--- config.mk ---
export PLATFORM = sky130hd
export DESIGN_NAME = imm_ext_pipe
export DESIGN_NICKNAME = d
export VERILOG_FILES = /design/src/rtl/imm_ext_pipe.sv
export SDC_FILE = /design/constraint.sdc
export NUM_CORES = 1
export LEC_CHECK = 0
export ABC_AREA = 0
export CAP_MARGIN = 25
export CORE_AREA = 2 2 79 111
export DETAILED_ROUTE_END_ITERATION = 8
export DIE_AREA = 0 0 81 113
export PLACE_DENSITY = 0.76
export SYNTH_ARGS = -nofsm -noshare
export SYNTH_HDL_FRONTEND = slang
export SYNTH_SLANG_ARGS = --single-unit
--- constraint.sdc ---
create_clock -name clk -period 3.39 [get_ports clk]
set_input_delay 0.5085 -clock clk [delete_from_list [all_inputs] [get_ports clk]]
set_output_delay 0.5085 -clock clk [all_outputs]
set_load 0.05 [all_outputs]
--- src/rtl/imm_ext_pipe.sv ---
// Pipelined immediate extender: one output register plus a one-entry skid
// buffer, valid/ready on both sides, saturating illegal-mode counter.
module imm_ext_pipe #(
    parameter int IMM_W  = 16,
    parameter int DATA_W = 32,
    parameter int TAG_W  = 5,
    parameter int CNT_W  = 8
) (
    input  logic              clk,
    input  logic              rst,
    input  logic              in_valid,
    output logic              in_ready,
    input  logic [IMM_W-1:0]  in_imm,
    input  logic [2:0]        in_mode,
    input  logic [TAG_W-1:0]  in_tag,
    output logic              out_valid,
    input  logic              out_ready,
    output logic [DATA_W-1:0] out_data,
    output logic [TAG_W-1:0]  out_tag,
    output logic              out_err,
    output logic [CNT_W-1:0]  err_cnt
);

    typedef enum logic [2:0] {
        MODE_ZERO       = 3'd0,
        MODE_SIGNED     = 3'd1,
        MODE_HIGHPOS    = 3'd2,
        MODE_SIGNED_SL2 = 3'd3,
        MODE_ZERO_SL2   = 3'd4
    } mode_e;

    logic [DATA_W-1:0] zext;
    logic [DATA_W-1:0] sext;
    logic [DATA_W-1:0] ext_data;
    logic              ext_err;

    logic              skid_valid;
    logic [DATA_W-1:0] skid_data;
    logic [TAG_W-1:0]  skid_tag;
    logic              skid_err;

    logic              accept;
    logic              out_free;

    assign accept   = in_valid && in_ready;
    // Output register may be (re)loaded when empty or being consumed this cycle
    assign out_free = !out_valid || out_ready;
    // Skid occupancy is a flop, so in_ready is registered by construction
    assign in_ready = !skid_valid;

    // Combinational extension of the incoming immediate according to its mode
    always_comb begin
        zext     = {{(DATA_W-IMM_W){1'b0}}, in_imm};
        sext     = {{(DATA_W-IMM_W){in_imm[IMM_W-1]}}, in_imm};
        ext_data = '0;
        ext_err  = 1'b0;
        case (in_mode)
            MODE_ZERO:       ext_data = zext;
            MODE_SIGNED:     ext_data = sext;
            MODE_HIGHPOS:    ext_data = {in_imm, {(DATA_W-IMM_W){1'b0}}};
            MODE_SIGNED_SL2: ext_data = {sext[DATA_W-3:0], 2'b00};
            MODE_ZERO_SL2:   ext_data = {zext[DATA_W-3:0], 2'b00};
            default: begin
                ext_data = '0;
                ext_err  = 1'b1;
            end
        endcase
    end

    // Output register and skid entry: two-deep FIFO ordering, skid drains first
    always_ff @(posedge clk or posedge rst) begin
        if (rst) begin
            out_valid  <= 1'b0;
            out_data   <= '0;
            out_tag    <= '0;
            out_err    <= 1'b0;
            skid_valid <= 1'b0;
            skid_data  <= '0;
            skid_tag   <= '0;
            skid_err   <= 1'b0;
        end else if (out_free) begin
            if (skid_valid) begin
                out_valid  <= 1'b1;
                out_data   <= skid_data;
                out_tag    <= skid_tag;
                out_err    <= skid_err;
                skid_valid <= 1'b0;
            end else if (accept) begin
                out_valid <= 1'b1;
                out_data  <= ext_data;
                out_tag   <= in_tag;
                out_err   <= ext_err;
            end else begin
                out_valid <= 1'b0;
            end
        end else if (accept) begin
            skid_valid <= 1'b1;
            skid_data  <= ext_data;
            skid_tag   <= in_tag;
            skid_err   <= ext_err;
        end
    end

    // Count accepted illegal-mode requests, saturating at all-ones
    always_ff @(posedge clk or posedge rst) begin
        if (rst) begin
            err_cnt <= '0;
        end else if (accept && ext_err && (err_cnt != '1)) begin
            err_cnt <= err_cnt + CNT_W'(1);
        end
    end

endmodule

==> run_summary.xml, run 1 <==
<?xml version="1.0" encoding="UTF-8"?>
<metrics>
  <group name="status">
    <metric name="run_status" unit="">completed</metric>
  </group>
  <group name="timing">
    <metric name="skew" unit="ns">0.006365</metric>
    <metric name="setup_viol" unit="">0</metric>
    <metric name="final_min_period_over_clock_period" unit="%">64.31</metric>
    <metric name="maxSlewViolCount" unit="">0</metric>
    <metric name="slew-limit-headroom" unit="%">52.84</metric>
    <metric name="grt_setup_unrepaired" unit="">no</metric>
    <metric name="worst_slew_pin_slew" unit="ns">0.7066</metric>
    <metric name="fmax" unit="MHz">458.7</metric>
    <metric name="timing.setup.tns" unit="ns">0</metric>
    <metric name="final_period_minus_worst_setup_slack" unit="ns">2.180</metric>
    <metric name="report.final.hold_viol_count" unit="">0</metric>
  </group>
  <group name="routing">
    <metric name="detailedRoute.firstIterationViolations" unit="">296</metric>
    <metric name="via_count" unit="">3438</metric>
    <metric name="detailedRoute.firstPassIterationCount" unit="">5</metric>
    <metric name="detail_route.wl_per_cell" unit="um">17.04</metric>
    <metric name="drc_errors" unit="">0</metric>
    <metric name="routed_wirelength" unit="um">10060</metric>
    <metric name="post_drt_via_cell_ratio" unit="">5.827</metric>
    <metric name="postRouteAntennaNets" unit="">0</metric>
  </group>
  <group name="final_layout">
    <metric name="areaGrowthSynthToFinish" unit="%">28.32</metric>
    <metric name="fin_area" unit="um^2">5266</metric>
    <metric name="nNetsFinal" unit="">512</metric>
    <metric name="post_route_cells_drive_above_1_share" unit="%">8.197</metric>
    <metric name="antenna_cells" unit="">0</metric>
  </group>
  <group name="power_and_ir_drop">
    <metric name="combinationalPowerShare" unit="%">30.1</metric>
    <metric name="proportion_of_total_power_due_to_net_switching" unit="%">34.25</metric>
    <metric name="ir_drop" unit="V">0.0004948</metric>
    <metric name="power_report.internal_total" unit="W">0.002394</metric>
    <metric name="clockPowerShare" unit="%">32.7</metric>
    <metric name="power_leakage" unit="nW">2.156</metric>
    <metric name="power-per-cell-area" unit="nW/um^2">691.3</metric>
    <metric name="net-switching-power" unit="W">0.001247</metric>
    <metric name="seq_power_share" unit="%">37.2</metric>
  </group>
  <group name="synthesis">
    <metric name="synth_xor_xnor_area_share" unit="%">0.6402</metric>
    <metric name="most_frequently_used_flop_master_after_synthesis" unit="">dfrtp_1</metric>
    <metric name="ys_types" unit="">44</metric>
    <metric name="synthAdderAreaFrac" unit="%">0.3049</metric>
    <metric name="syn-cell-area" unit="um^2">4104</metric>
    <metric name="synth_area_leaders" unit="">dfrtp_1, nand2_1, a21oi_1</metric>
    <metric name="yosys_reg_bits" unit="">86</metric>
    <metric name="synth_enable_flop_cells" unit="">0</metric>
    <metric name="avgSynthCellArea" unit="um^2">9.702</metric>
    <metric name="ys_warn_count" unit="">0</metric>
    <metric name="synth_mux_area_share" unit="%">3.902</metric>
    <metric name="synthCells" unit="">423</metric>
    <metric name="synth_top_family_by_area" unit="">simple AND/OR/NAND/NOR gates</metric>
    <metric name="netlist.area_leader.share" unit="%">52.44</metric>
    <metric name="postSynthNetCount" unit="">452</metric>
    <metric name="synth_top_area_cell" unit="">dfrtp_1</metric>
    <metric name="synth_sequential_area_ratio" unit="%">52.44</metric>
    <metric name="synth_simple_gate_area_share" unit="%">19.42</metric>
    <metric name="synth_async_sr_flop_share" unit="%">100.0</metric>
    <metric name="synth-compound-area-share" unit="%">18.90</metric>
  </group>
  <group name="worst_setup_path">
    <metric name="critPathSlowestCell" unit="">clkdlybuf4s50_1</metric>
    <metric name="timing.reg2reg.setup_slack" unit="ns">1.57</metric>
    <metric name="timing.critical_path.cells" unit="">inv_1 -&gt; clkdlybuf4s50_1</metric>
    <metric name="capturing_element_type_of_the_critical_path" unit="">primary output</metric>
    <metric name="crit_arrival" unit="ns">1.67</metric>
    <metric name="regToRegStartpoint" unit="">skid_valid</metric>
    <metric name="timing.critical_path.fanout_max" unit="">5</metric>
    <metric name="critical-path-max-stage-delay" unit="ns">0.80</metric>
    <metric name="timing_worst_setup_path_type" unit="">flip-flop to primary output</metric>
    <metric name="timing.critical_path.from_type" unit="">flip-flop</metric>
    <metric name="worst-r2r-cell-count" unit="">4</metric>
    <metric name="critical_path_rt" unit="ns">2.88</metric>
    <metric name="rr_endpoint" unit="">skid_tag[0]</metric>
  </group>
  <group name="floorplan">
    <metric name="ioPinCount" unit="">76</metric>
    <metric name="start_util" unit="%">50.66</metric>
    <metric name="placeableCoreArea" unit="um^2">8100</metric>
    <metric name="die_area" unit="um^2">9153</metric>
    <metric name="num_rows" unit="">39</metric>
    <metric name="fp.dieW" unit="um">81</metric>
    <metric name="floorplan.die.height" unit="um">113</metric>
  </group>
  <group name="worst_hold_path">
    <metric name="holdPathEnd" unit="">out_data[31]</metric>
    <metric name="min_delay_path_depth" unit="">2</metric>
    <metric name="timing.hold.worst.class" unit="">flip-flop to flip-flop</metric>
    <metric name="min-delay-start" unit="">out_data[31]</metric>
  </group>
  <group name="global_routing">
    <metric name="grt_antenna_before_repair" unit="">0</metric>
    <metric name="grt_max_degree" unit="">57</metric>
    <metric name="grtUsageTotal" unit="%">23.80</metric>
    <metric name="number_of_global_route_vias_before_repair" unit="">3445</metric>
    <metric name="grt_pass1_wl" unit="um">16850</metric>
    <metric name="grt_overflow_total" unit="">0</metric>
  </group>
  <group name="flow_run">
    <metric name="maxCapViolations" unit="">0</metric>
  </group>
  <group name="clock_network">
    <metric name="post_cts_buffers" unit="">0</metric>
    <metric name="numClockSinks" unit="">86</metric>
    <metric name="clock_tree.root_cell" unit="">clkbuf_16</metric>
    <metric name="cts_tree" unit="">done</metric>
    <metric name="clock_path_buffers" unit="">2</metric>
    <metric name="cts.hold.buffers_added" unit="">0</metric>
    <metric name="clock_latency" unit="ns">0.34</metric>
    <metric name="cts_inserted_buffers" unit="">9</metric>
    <metric name="cts.repair.resized" unit="">0</metric>
    <metric name="cts-htree-levels" unit="">3</metric>
    <metric name="clk_transition_reported_paths" unit="ns">0.06</metric>
  </group>
  <group name="place">
    <metric name="gpl.final_weighted_congestion" unit="">0.8310</metric>
    <metric name="place.port_buffers" unit="">75</metric>
    <metric name="dpl-instance-area" unit="um^2">4903</metric>
    <metric name="place_hpwl" unit="um">6682</metric>
  </group>
</metrics>
power by group through the flow:
stage | clock network, W | registers [W] | logic [W]
2_1_floorplan | 0 | 0.00175 | 0.000330
3_3_place_gp | 0 | 0.00136 | 0.00108
3_5_place_dp | 0 | 0.00137 | 0.00110
4_1_cts | 0.00120 | 0.00135 | 0.00110
5_1_grt | 0.00125 | 0.00138 | 0.00117
6_report | 0.00119 | 0.00135 | 0.00110
final cells by class:
type	count	area [um^2]
clock buffer	10	229.0
inverter	2	8.758
sequential	86	2153
fill	670	2834
multi-input combinational	301	1778
timing repair buffer	83	835.8
tap	102	127.6
clock inverter	6	133.9
cells in the final DEF (no fill, tap or decap), types with 3 or more instances in the layout:
master | synthesis | final
dfrtp_1 | 86 | 85
clkdlybuf4s50_1 | 0 | 75
nand2_1 | 68 | 67
a21oi_1 | 46 | 46
nor2_1 | 21 | 21
o21ai_0 | 21 | 21
nand3_1 | 18 | 18
o211ai_1 | 17 | 17
nor3b_1 | 14 | 14
o31ai_1 | 14 | 14
a221oi_1 | 13 | 13
or3_1 | 13 | 13
clkbuf_16 | 0 | 9
mux2i_1 | 7 | 7
buf_4 | 3 | 6
mux2_2 | 5 | 5
o21ai_1 | 6 | 5
o21a_1 | 4 | 4
nand2b_1 | 4 | 4
bufinv_16 | 0 | 4
mux2_1 | 3 | 3
cells by family (layout without fill, tap and decap cells):
group                    after synthesis  in the layout
adder cells (fa/ha/maj)                1              1
flip-flops                            86             86
AO/OA/AOI/OAI                        125            125
AND/OR/NAND/NOR                      157            157
XOR/XNOR                               3              3
multiplexers                          15             15
buffers and inverters                 36            101
sequential cells by signal (all words and copies together), names as in the netlist:
signal,flops
out_data,32
skid_data,32
err_cnt,8
out_tag,5
skid_tag,5
out_err,1
out_valid,1
skid_err,1
skid_valid,1
worst max path at each step:
| stage | from | end | cells past startpoint |
|---|---|---|---|
| 6_report | skid_valid | in_ready | 2 |
| 5_1_grt | in_mode[0] | out_data[24] | 5 |
| 3_5_place_dp | in_valid | skid_tag[0] | 5 |
| 4_1_cts | skid_valid | in_ready | 2 |
| 3_3_place_gp | in_valid | skid_tag[0] | 5 |
| 2_1_floorplan | rst | err_cnt[0] | 1 |
cell usage after synthesis (2+ instances only):
master and number:
nand2_1 68, and3_1 2, buf_4 3, nor2_2 2, o31ai_1 14, o21a_1 4, nor3b_1 14, mux2i_1 7
a21oi_1 46, o21ai_0 21, o21ai_1 6, a22oi_1 2, inv_1 2, clkbuf_1 13, o211ai_1 17, nand3_1 18
and2_1 2, buf_2 15, mux2_1 3, nand4_1 2, nand2b_1 4, or3_1 13, a221oi_1 13, xor2_1 2
nor2_1 21, buf_6 2, mux2_2 5, dfrtp_1 86
per-layer routing:
metal | global-route usage [%] | vias to the layer above | wire length (um)
met5 | 0 | - | 0
met4 | 10.06 | 0 | 210
met3 | 5.104 | 15 | 625
met2 | 37.08 | 134 | 4944
met1 | 32.09 | 1659 | 4275
li1 | - | 1630 | -
worst max-delay path: cells and delay by family (launching register included):
family | cells | cell delay (ns)
flops | 1 | 0.44
buf+inv | 2 | 0.89
per-stage QoR:
step	hold WS, ns	util (%)	cells	setup WS (ns)	power (W)
3_3_place_gp	0.4590	60.53	574	0.9961	0.002441
4_1_cts	0.4840	65.01	590	1.205	0.003662
6_report	0.4833	65.01	590	1.210	0.003641
2_1_floorplan	0.4488	-	423	0.6597	0.002080
5_1_grt	0.5013	65.01	590	1.120	0.003802
3_5_place_dp	0.4688	60.53	574	0.9615	0.002466
Power figures use the tool's default switching activity.
==> run 2: changes to the inputs <==
--- a/config.mk
+++ b/config.mk
@@ -7,10 +7,10 @@
 export LEC_CHECK = 0
 export ABC_AREA = 0
 export CAP_MARGIN = 25
-export CORE_AREA = 2 2 79 111
+export CORE_AREA = 2 2 82 116
 export DETAILED_ROUTE_END_ITERATION = 8
-export DIE_AREA = 0 0 81 113
-export PLACE_DENSITY = 0.76
+export DIE_AREA = 0 0 84 118
+export PLACE_DENSITY = 0.74
 export SYNTH_ARGS = -nofsm -noshare
 export SYNTH_HDL_FRONTEND = slang
 export SYNTH_SLANG_ARGS = --single-unit
==> constraint.sdc (replaced) <==
create_clock -name clk -period 1.9 [get_ports clk]
set_input_delay 0.285 -clock clk [delete_from_list [all_inputs] [get_ports clk]]
set_output_delay 0.285 -clock clk [all_outputs]
set_load 0.05 [all_outputs]
==> run 2 against run 1 <==
Compared with the run above:
- final area up 3.6%
- critical path depth fell by 1
- hold slack got worse by 0.068 ns
- clock power rose by 68%
- sequential share of layout area down 1.4 points
- core utilization decreased by 3.6 points
- sequential power is 79% higher
- count of clock-buffer cells in the layout is the same
==> run_summary.xml, run 2 (synthesis gave the netlist of run 1 again) <==
<?xml version="1.0" encoding="UTF-8"?>
<metrics>
  <group name="clock_network">
    <metric name="clock_latency" unit="ns">0.34</metric>
    <metric name="cts_tree" unit="">done</metric>
    <metric name="cts_inserted_buffers" unit="">9</metric>
    <metric name="cts.hold.buffers_added" unit="">0</metric>
    <metric name="numClockSinks" unit="">86</metric>
    <metric name="post_cts_buffers" unit="">0</metric>
    <metric name="clock_path_buffers" unit="">2</metric>
    <metric name="cts.repair.resized" unit="">0</metric>
    <metric name="clk_transition_reported_paths" unit="ns">0.06</metric>
    <metric name="clock_tree.root_cell" unit="">clkbuf_16</metric>
    <metric name="cts-htree-levels" unit="">3</metric>
  </group>
  <group name="place">
    <metric name="place.port_buffers" unit="">75</metric>
    <metric name="place_hpwl" unit="um">7021</metric>
    <metric name="gpl.final_weighted_congestion" unit="">0.8385</metric>
    <metric name="dp.cells" unit="">600</metric>
  </group>
  <group name="status">
    <metric name="run_status" unit="">completed</metric>
  </group>
  <group name="timing">
    <metric name="maxSlewViolCount" unit="">0</metric>
    <metric name="worst_slew_pin_slew" unit="ns">0.6237</metric>
    <metric name="fmax" unit="MHz">541.1</metric>
    <metric name="report.final.hold_viol_count" unit="">0</metric>
    <metric name="setup_viol" unit="">0</metric>
    <metric name="skew" unit="ns">0.007706</metric>
    <metric name="final_period_minus_worst_setup_slack" unit="ns">1.848</metric>
    <metric name="final_min_period_over_clock_period" unit="%">97.27</metric>
    <metric name="grt_setup_unrepaired" unit="">no</metric>
    <metric name="slew-limit-headroom" unit="%">58.32</metric>
  </group>
  <group name="routing">
    <metric name="detail_route.wl_per_cell" unit="um">17.35</metric>
    <metric name="detailedRoute.firstIterationViolations" unit="">244</metric>
    <metric name="via_count" unit="">3548</metric>
    <metric name="routed_wirelength" unit="um">10690</metric>
    <metric name="postRouteAntennaNets" unit="">0</metric>
    <metric name="detailedRoute.firstPassIterationCount" unit="">5</metric>
    <metric name="post_drt_via_cell_ratio" unit="">5.760</metric>
    <metric name="drc_errors" unit="">0</metric>
  </group>
  <group name="worst_hold_path">
    <metric name="timing.hold.worst.class" unit="">primary input to async pin</metric>
  </group>
  <group name="global_routing">
    <metric name="number_of_global_route_vias_before_repair" unit="">3441</metric>
    <metric name="grt_max_degree" unit="">87</metric>
    <metric name="grt_pass1_wl" unit="um">17570</metric>
    <metric name="grtUsageTotal" unit="%">22.15</metric>
    <metric name="grt_antenna_before_repair" unit="">0</metric>
    <metric name="grt_overflow_total" unit="">0</metric>
  </group>
  <group name="worst_setup_path">
    <metric name="critical-path-max-stage-delay" unit="ns">0.83</metric>
    <metric name="crit_arrival" unit="ns">1.56</metric>
    <metric name="timing_worst_setup_path_type" unit="">flip-flop to primary output</metric>
    <metric name="critical_path_rt" unit="ns">1.62</metric>
    <metric name="critPathSlowestCell" unit="">clkdlybuf4s50_1</metric>
    <metric name="critical_path_buf_inv_count" unit="">1</metric>
    <metric name="timing.critical_path.from_type" unit="">flip-flop</metric>
    <metric name="timing.critical_path.cells" unit="">clkdlybuf4s50_1</metric>
    <metric name="timing.critical_path.fanout_max" unit="">5</metric>
    <metric name="cp_top_family" unit="">buffers and inverters</metric>
    <metric name="capturing_element_type_of_the_critical_path" unit="">primary output</metric>
  </group>
  <group name="final_layout">
    <metric name="regArea" unit="um^2">2153</metric>
    <metric name="layout.filler_cells" unit="">732</metric>
    <metric name="nNetsFinal" unit="">533</metric>
    <metric name="areaGrowthSynthToFinish" unit="%">32.90</metric>
    <metric name="most_common_library_cell_in_the_layout_ignoring_fill_and_taps" unit="">dfrtp_1</metric>
    <metric name="fin_cells" unit="">616</metric>
    <metric name="multi_input_area" unit="um^2">1778</metric>
    <metric name="antenna_cells" unit="">0</metric>
    <metric name="final_cell_mix" unit="">dfrtp_1, nand2_1, clkdlybuf4s50_1, a21oi_1, buf_4</metric>
    <metric name="reg_top3" unit="">out_data x32, skid_data x32, err_cnt x8</metric>
    <metric name="post_route_cells_drive_above_1_share" unit="%">13.16</metric>
  </group>
  <group name="power_and_ir_drop">
    <metric name="power_leakage" unit="nW">2.322</metric>
    <metric name="ir_drop" unit="V">0.0008783</metric>
    <metric name="design_power_total" unit="W">0.006426</metric>
    <metric name="power-per-cell-area" unit="nW/um^2">1178</metric>
  </group>
  <group name="floorplan">
    <metric name="placeableCoreArea" unit="um^2">8875</metric>
    <metric name="ioPinCount" unit="">76</metric>
    <metric name="floorplan.die.height" unit="um">118</metric>
    <metric name="die_area" unit="um^2">9912</metric>
    <metric name="fp.dieW" unit="um">84</metric>
    <metric name="num_rows" unit="">41</metric>
    <metric name="start_util" unit="%">46.24</metric>
  </group>
  <group name="flow_run">
    <metric name="maxCapViolations" unit="">0</metric>
  </group>
</metrics>
==> run 2: metal layers <==
layer | share of wire [%] | wire [um] | GRT usage [%] | vias up
met5 | 0 | 0 | 0 | -
met4 | 2.6 | 282 | 8.266 | 0
met3 | 5.5 | 590 | 4.628 | 18
met2 | 50 | 5328 | 34.95 | 112
met1 | 42 | 4484 | 30.09 | 1739
li1 | - | - | - | 1679
==> run 2: where the power goes <==
group	internal (W)	leakage, nW	switching [W]
sequential	0.00217	1.10	0.000247
combinational	0.000711	1.07	0.00129
clock	0.00128	0.159	0.000720
total	0.00417	2.32	0.00226
==> run 2: worst min-delay path: stages <==
cell             delay, ns
clkdlybuf4s50_1       0.44
clkinvlp_4            0.10
buf_12                0.36
==> run 2: area by class of cell <==
cell class                      instances  share of cell area, %
Clock buffer                           10                  4.198
Clock inverter                          6                  2.019
Inverter                                2                 0.2065
Multi-Input combinational cell        301                  32.60
Sequential cell                        86                  39.48
Tap cell                              107                  2.455
Timing Repair Buffer                  104                  19.04
==> run 2: path summary, 6_finish.rpt <==
kind	depth (start not counted)	to	start	slack, ns
max	1	err_cnt[5]	err_cnt[5]	0.05
min	3	out_data[23]	rst	0.42
max reg2reg	4	out_data[11]	skid_valid	0.14
min reg2reg	2	skid_data[25]	skid_data[25]	0.48
max in group asynchronous	3	skid_valid	rst	1.12
min in group clk	2	skid_data[25]	skid_data[25]	0.48
==> run 2: metrics by stage <==
| stage | setup TNS, ns | hold WS, ns | setup slack [ns] | instance area (um^2) | utilization [%] |
|---|---|---|---|---|---|
| after detailed placement | -0.9300 | 0.4663 | -0.1436 | 5105 | 57.52 |
| final | 0 | 0.4153 | 0.05193 | 5454 | 61.46 |
| after floorplan | 0 | 0.4083 | 0.1720 | 4108 | - |
| after global routing | 0 | 0.4818 | 0.007077 | 5454 | 61.46 |
| after global placement | -0.8735 | 0.4605 | -0.1036 | 5105 | 57.52 |
| after CTS | 0 | 0.4450 | 0.006597 | 5444 | 61.34 |
